--- src/rtl/link_fifo_rd_sched_if.sv ---
// Link FIFO read-side bundle between the rd_clk scheduler and its neighbours.
//   fifo_rd_en / fifo_rd_data / fifo_rd_empty / fifo_almost_empty : async FIFO read port
//   m_data / m_valid / m_ready / m_is_idle                         : block stream to TX gearbox
// master = scheduler view, slave = FIFO + gearbox view.
interface link_fifo_rd_sched_if #(
    parameter int DATA_W = 66
);
    logic              fifo_rd_en;
    logic [DATA_W-1:0] fifo_rd_data;
    logic              fifo_rd_empty;
    logic              fifo_almost_empty;
    logic [DATA_W-1:0] m_data;
    logic              m_valid;
    logic              m_ready;
    logic              m_is_idle;

    modport master (
        output fifo_rd_en, m_data, m_valid, m_is_idle,
        input  fifo_rd_data, fifo_rd_empty, fifo_almost_empty, m_ready
    );

    modport slave (
        input  fifo_rd_en, m_data, m_valid, m_is_idle,
        output fifo_rd_data, fifo_rd_empty, fifo_almost_empty, m_ready
    );
endinterface

--- src/rtl/link_fifo_rd_sched.sv ---
// Read-side scheduler for the 66-bit async link FIFO (rd_clk domain).
// Issues FIFO reads against a credit budget, absorbs the fixed FIFO read
// latency in a small skid buffer and streams blocks to the TX gearbox.
// Streaming starts once the FIFO is past almost-empty, or after START_TMO
// cycles of waiting on a non-empty FIFO.
// Ports:
//   rd_clk, rd_rst   clock, async active-high reset
//   enable           stream enable (level)
//   lnk              FIFO read port + output block stream (master modport)
//   state            0 IDLE, 1 WAIT_FILL, 2 STREAM
//   underrun_cnt     saturating count of STREAM cycles with m_ready and no data
// Optional: define LINK_FIFO_RD_SCHED_IDLE_INSERT_EN to emit IDLE_BLOCK on underrun.
module link_fifo_rd_sched #(
    parameter int                DATA_W     = 66,
    parameter int                RD_LAT     = 1,
    parameter int                BUF_DEPTH  = 4,
    parameter int                START_TMO  = 64,
    parameter logic [DATA_W-1:0] IDLE_BLOCK = 66'h1_0000_0000_0000_001E
) (
    input  logic                 rd_clk,
    input  logic                 rd_rst,
    input  logic                 enable,
    link_fifo_rd_sched_if.master lnk,
    output logic [1:0]           state,
    output logic [15:0]          underrun_cnt
);
    localparam int PTR_W  = $clog2(BUF_DEPTH);
    localparam int CNT_W  = PTR_W + 1;
    localparam int WAIT_W = (START_TMO > 1) ? $clog2(START_TMO) : 1;
    localparam logic [WAIT_W-1:0] TMO_LAST = WAIT_W'(START_TMO - 1);

    typedef enum logic [1:0] {
        S_IDLE   = 2'd0,
        S_WAIT   = 2'd1,
        S_STREAM = 2'd2
    } state_t;

    state_t            st, st_nxt;
    logic [WAIT_W-1:0] wait_cnt, wait_nxt;
    logic [RD_LAT:1]   vld_pipe;
    logic [DATA_W-1:0] mem [BUF_DEPTH];
    logic [PTR_W-1:0]  wr_ptr, rd_ptr;
    logic [CNT_W-1:0]  buf_count, inflight;
    logic [CNT_W:0]    used;
    logic              rd_en, push, pop;

    assign state = st;

    // Credit counts both buffered and in-flight words, so the buffer can
    // never be asked to take more than it holds.
    always_comb begin
        inflight = '0;
        for (int i = 1; i <= RD_LAT; i++)
            inflight = inflight + CNT_W'(vld_pipe[i]);
    end

    assign used  = {1'b0, buf_count} + {1'b0, inflight};
    assign rd_en = (st == S_STREAM) & enable & ~lnk.fifo_rd_empty
                 & (used < (CNT_W+1)'(BUF_DEPTH));
    assign lnk.fifo_rd_en = rd_en;

    // Returning words are always captured, even after enable drops.
    assign push = vld_pipe[RD_LAT];
    assign pop  = (buf_count != '0) & lnk.m_ready;

    always_ff @(posedge rd_clk or posedge rd_rst) begin
        if (rd_rst) begin
            st       <= S_IDLE;
            wait_cnt <= '0;
        end else begin
            st       <= st_nxt;
            wait_cnt <= wait_nxt;
        end
    end

    always_comb begin
        st_nxt   = st;
        wait_nxt = wait_cnt;
        case (st)
            S_IDLE: begin
                wait_nxt = '0;
                if (enable) st_nxt = S_WAIT;
            end
            S_WAIT: begin
                if (wait_cnt != TMO_LAST) wait_nxt = wait_cnt + 1'b1;
                if (!enable)
                    st_nxt = S_IDLE;
                else if (!lnk.fifo_almost_empty ||
                         (wait_cnt == TMO_LAST && !lnk.fifo_rd_empty))
                    st_nxt = S_STREAM;
            end
            S_STREAM: begin
                if (!enable) st_nxt = S_IDLE;
            end
            default: st_nxt = S_IDLE;
        endcase
    end

    always_ff @(posedge rd_clk or posedge rd_rst) begin
        if (rd_rst) begin
            vld_pipe <= '0;
        end else begin
            vld_pipe[1] <= rd_en;
            for (int i = 2; i <= RD_LAT; i++)
                vld_pipe[i] <= vld_pipe[i-1];
        end
    end

    always_ff @(posedge rd_clk or posedge rd_rst) begin
        if (rd_rst) begin
            wr_ptr    <= '0;
            rd_ptr    <= '0;
            buf_count <= '0;
            for (int i = 0; i < BUF_DEPTH; i++)
                mem[i] <= '0;
        end else begin
            if (push) begin
                mem[wr_ptr] <= lnk.fifo_rd_data;
                wr_ptr      <= wr_ptr + 1'b1;
            end
            if (pop) rd_ptr <= rd_ptr + 1'b1;
            case ({push, pop})
                2'b10:   buf_count <= buf_count + 1'b1;
                2'b01:   buf_count <= buf_count - 1'b1;
                default: ;
            endcase
        end
    end

    always_comb begin
        lnk.m_valid   = (buf_count != '0);
        lnk.m_data    = (buf_count != '0) ? mem[rd_ptr] : '0;
        lnk.m_is_idle = 1'b0;
`ifdef LINK_FIFO_RD_SCHED_IDLE_INSERT_EN
        // Idle fill is not a buffer entry; it is never popped.
        if (st == S_STREAM && buf_count == '0) begin
            lnk.m_valid   = 1'b1;
            lnk.m_data    = IDLE_BLOCK;
            lnk.m_is_idle = 1'b1;
        end
`endif
    end

    always_ff @(posedge rd_clk or posedge rd_rst) begin
        if (rd_rst)
            underrun_cnt <= '0;
        else if (st == S_STREAM && lnk.m_ready && buf_count == '0 &&
                 underrun_cnt != 16'hFFFF)
            underrun_cnt <= underrun_cnt + 16'd1;
    end

    a_no_overflow: assert property (@(posedge rd_clk) disable iff (rd_rst)
        !(push && !pop && buf_count == CNT_W'(BUF_DEPTH)));
endmodule

--- src/flat_wrapper.sv ---
// flat-port wrapper written by rule: the top's interface ports become plain ports
module link_fifo_rd_sched_flat 
#(
    parameter int                DATA_W     = 66,
    parameter int                RD_LAT     = 1,
    parameter int                BUF_DEPTH  = 4,
    parameter int                START_TMO  = 64,
    parameter logic [DATA_W-1:0] IDLE_BLOCK = 66'h1_0000_0000_0000_001E
)
  (rd_clk, rd_rst, enable, state, underrun_cnt, lnk_fifo_rd_en, lnk_m_data, lnk_m_valid, lnk_m_is_idle, lnk_fifo_rd_data, lnk_fifo_rd_empty, lnk_fifo_almost_empty, lnk_m_ready);
  link_fifo_rd_sched_if #(.DATA_W(DATA_W)) lnk_i ();
  input  logic rd_clk;
  input  logic rd_rst;
  input  logic enable;
  output logic [1:0] state;
  output logic [15:0] underrun_cnt;
  output wire logic [$bits(lnk_i.fifo_rd_en)-1:0] lnk_fifo_rd_en;
  output wire logic [$bits(lnk_i.m_data)-1:0] lnk_m_data;
  output wire logic [$bits(lnk_i.m_valid)-1:0] lnk_m_valid;
  output wire logic [$bits(lnk_i.m_is_idle)-1:0] lnk_m_is_idle;
  input wire logic [$bits(lnk_i.fifo_rd_data)-1:0] lnk_fifo_rd_data;
  input wire logic [$bits(lnk_i.fifo_rd_empty)-1:0] lnk_fifo_rd_empty;
  input wire logic [$bits(lnk_i.fifo_almost_empty)-1:0] lnk_fifo_almost_empty;
  input wire logic [$bits(lnk_i.m_ready)-1:0] lnk_m_ready;
  assign lnk_fifo_rd_en = lnk_i.fifo_rd_en;
  assign lnk_m_data = lnk_i.m_data;
  assign lnk_m_valid = lnk_i.m_valid;
  assign lnk_m_is_idle = lnk_i.m_is_idle;
  assign lnk_i.fifo_rd_data = lnk_fifo_rd_data;
  assign lnk_i.fifo_rd_empty = lnk_fifo_rd_empty;
  assign lnk_i.fifo_almost_empty = lnk_fifo_almost_empty;
  assign lnk_i.m_ready = lnk_m_ready;
  link_fifo_rd_sched #(.DATA_W(DATA_W), .RD_LAT(RD_LAT), .BUF_DEPTH(BUF_DEPTH), .START_TMO(START_TMO), .IDLE_BLOCK(IDLE_BLOCK)) u_core (.rd_clk(rd_clk), .rd_rst(rd_rst), .enable(enable), .lnk(lnk_i), .state(state), .underrun_cnt(underrun_cnt));
endmodule
--- config.mk ---
export PLATFORM = sky130hd
export DESIGN_NAME = link_fifo_rd_sched_flat
export DESIGN_NICKNAME = d
export VERILOG_FILES = /design/src/rtl/link_fifo_rd_sched_if.sv /design/src/rtl/link_fifo_rd_sched.sv /design/src/flat_wrapper.sv
export SDC_FILE = /design/constraint.sdc
export NUM_CORES = 1
export LEC_CHECK = 0
export ABC_AREA = 1
export BUFFER_PORTS_ARGS = -buffer_cell sky130_fd_sc_hd__buf_2
export CORE_MARGIN = 2
export CORE_UTILIZATION = 53
export CTS_CLUSTER_SIZE = 40
export DETAILED_ROUTE_END_ITERATION = 7
export PLACE_DENSITY_LB_ADDON = 0.05
export SLEW_MARGIN = 25
export SYNTH_ARGS = -nofsm -noshare
export SYNTH_HDL_FRONTEND = slang
export SYNTH_SLANG_ARGS = --single-unit
export TNS_END_PERCENT = 30
--- constraint.sdc ---
create_clock -name rd_clk -period 9.5 [get_ports rd_clk]
set_clock_uncertainty 0.2 [all_clocks]
set_input_delay 0.95 -clock rd_clk [delete_from_list [all_inputs] [get_ports rd_clk]]
set_output_delay 0.95 -clock rd_clk [all_outputs]
set_load 0.1 [all_outputs]
==> impl_metrics.ini <==
[run_status]
status = finished clean

[setup_path]
crit_path_max_incr_delay_ns = 0.82
path_cells = clkinv_2 > buf_4 > o21ai_0 > a21oi_1 > buf_2
cp_top_family = buffers and inverters
cp_num_buf_inv = 3
worst_ep_required_time_ns = 8.35
reg2reg_from = u_core.rd_ptr[0]
crit_type = register to output pin
r2r_setup_slack_ns = 6.84
reg2reg_to = u_core.rd_ptr[1]
slowest_stage = buf_4
start_kind = register
end_kind = output pin
arrival_ns = 3.43
rr_worst_depth = 4
cp_max_fo = 95

[yosys]
synth_edf_count = 0
yosys.area.top_type_share_pct = 54.8
synthTopCellsByCount = o21ai_0, nand2_1, dfrtp_1, nor2_1, inv_1
async_flop_share_pct = 100
yosys.area.top_type = dfrtp_1
synthesis.nets = 1761
synthDistinctLibCells = 31
postSynthCellCount = 1681
ys_seq_elements = 296
synthTopCellsByArea = dfrtp_1, o21ai_0, nand2_1
synth-seq-area-share_pct = 54.8
synth-warning-count = 0
synth_flop_cell = dfrtp_1
synth.avg_cell_area_um2 = 8.04
syn_area_um2 = 13500
yosysMostFrequentCell = o21ai_0

[layout]
final_util_pct = 61.6
drive_above_1_share_pct = 13.5
diodes = 0
area_delta_synth_final_pct = 14.4
finalNetCount = 1857

[sta]
setup_violations = 0
slew_headroom_pct = 36.7
worst-slew-pin-transition_ns = 0.949
hold_viol = 0
finalMaxSlewViolations = 0
finalCritPeriodShare_pct = 48.2
rsz0062_at_grt = false
fin_crit_ns = 4.58
timing.fmax_mhz = 219
tns_ns = 0

[grt]
antenna_found_initial = 0
grt_pass1_vias = 10600
grt_util_all_layers_pct = 25.0
grt_overflow = 0
grt_max_degree = 97
grt_pass1_wl_um = 54300

[detailed_routing]
firstDrtPassIters = 5
postRouteWirelength_um = 32900
antenna_left = 0
drc_errors = 0
vias = 11200
vias_per_cell = 5.29
wl_per_cell_um = 15.5
drtIter0Drc = 786

[clocking]
cts_buffers = 35
cts_hold_buffers = 0
clkSinkCount = 296
clockBufferDepth = 3
cts_max_level = 2
clk_latency_ns = 0.50
cts-resized-gates = 0
cts_root_buf = clkbuf_16
postCtsSetupBuffers = 0
clk_pin_slew_ns = 0.06
cts_tree = built

[floorplanning]
start_util_pct = 53.8
die-area_um2 = 26800
die_w_um = 164
die_h_um = 164
num_io_pins = 159
std_cell_rows = 58
fp.coreArea_um2 = 25100

[min_path]
whs_path_depth = 1
hold_start = u_core.state[0]
hp-class = register to register
hold-path-endpoint = u_core.state[0]

[placed_design]
portBuffers = 157
gp_congestion = 0.792
detailed_place_hpwl_um = 18700

[run]
maxCapViolations = 0
worst max-delay path by stage:
stage / startpoint / end / slack (ns) / depth (start not counted)
3_3_place_gp: u_core.rd_ptr[0] / lnk_m_data[0] / 5.49 / 5
5_1_grt: u_core.rd_ptr[0] / lnk_m_data[12] / 4.74 / 5
2_1_floorplan: rd_rst / u_core.buf_count[0] / 0.17 / 1
3_5_place_dp: u_core.rd_ptr[0] / lnk_m_data[0] / 5.46 / 5
4_1_cts: u_core.rd_ptr[0] / lnk_m_data[0] / 4.92 / 5
6_report: u_core.rd_ptr[0] / lnk_m_data[12] / 4.92 / 5
layout by cell type (no fill, tap or decap), drive strengths merged, types with 2 or more instances in the layout:
cell / netlist / final
nand4: 5 / 5
clkinv: 0 / 7
dfrtp: 296 / 296
nor2: 290 / 290
ha: 7 / 7
nand3: 13 / 13
inv: 94 / 94
nand2: 368 / 368
o21ai: 407 / 407
a21oi: 68 / 68
clkbuf: 57 / 47
nor3: 2 / 2
xor2: 7 / 7
xnor2: 6 / 6
buf: 54 / 170
state kept, by name, indices dropped and copies added, names as in the netlist:
name,count
u_core.wait_cnt,6
u_core.rd_ptr,2
u_core.mem,264
u_core.push,1
u_core.wr_ptr,2
u_core.buf_count,3
u_core.underrun_cnt,16
u_core.state,2
area by class of cell:
type	count	area, um^2
well taps	330	413
multi-input cells	1180	5300
fillers	2321	9640
clock inverters	9	76.3
repair buffers	170	891
flip-flops and latches	296	7410
inverters	94	362
clock buffers	47	1010
stage by stage:
stage | cell area [um^2] | worst slack (ns) | std cells | hold slack [ns]
after floorplan | 13500 | 0.174 | 1681 | 0.248
after global placement | 14400 | 5.49 | 2070 | 0.258
after detailed placement | 14400 | 5.46 | 2070 | 0.262
after CTS | 15500 | 4.92 | 2126 | 0.269
after global routing | 15500 | 4.74 | 2126 | 0.290
final | 15500 | 4.92 | 2126 | 0.267
kinds of logic (layout without fill, tap and decap cells):
| family | Yosys count | count (layout) | synth area share, % |
|---|---|---|---|
| xor+xnor | 13 | 13 | 0.842 |
| buf+inv | 205 | 320 | 6.28 |
| fa+ha+maj | 8 | 8 | 0.796 |
| compound gates | 477 | 477 | 17.8 |
| flops | 296 | 296 | 54.8 |
| other cells | 1 | 1 | 0.0277 |
| simple gates | 681 | 681 | 19.5 |
metal layers:
| metal | up-vias | global-route usage, % | share of wire, % |
|---|---|---|---|
| met5 | - | 0 | 0 |
| met4 | 0 | 5.34 | 1.5 |
| met3 | 41 | 3.26 | 5.1 |
| met2 | 292 | 41.1 | 46 |
| met1 | 5302 | 35.9 | 47 |
| li1 | 5605 | - | - |
Power is left out: the tool's default activity adds up to more than one toggle a clock period on the data nets, which glitch-free logic cannot reach.
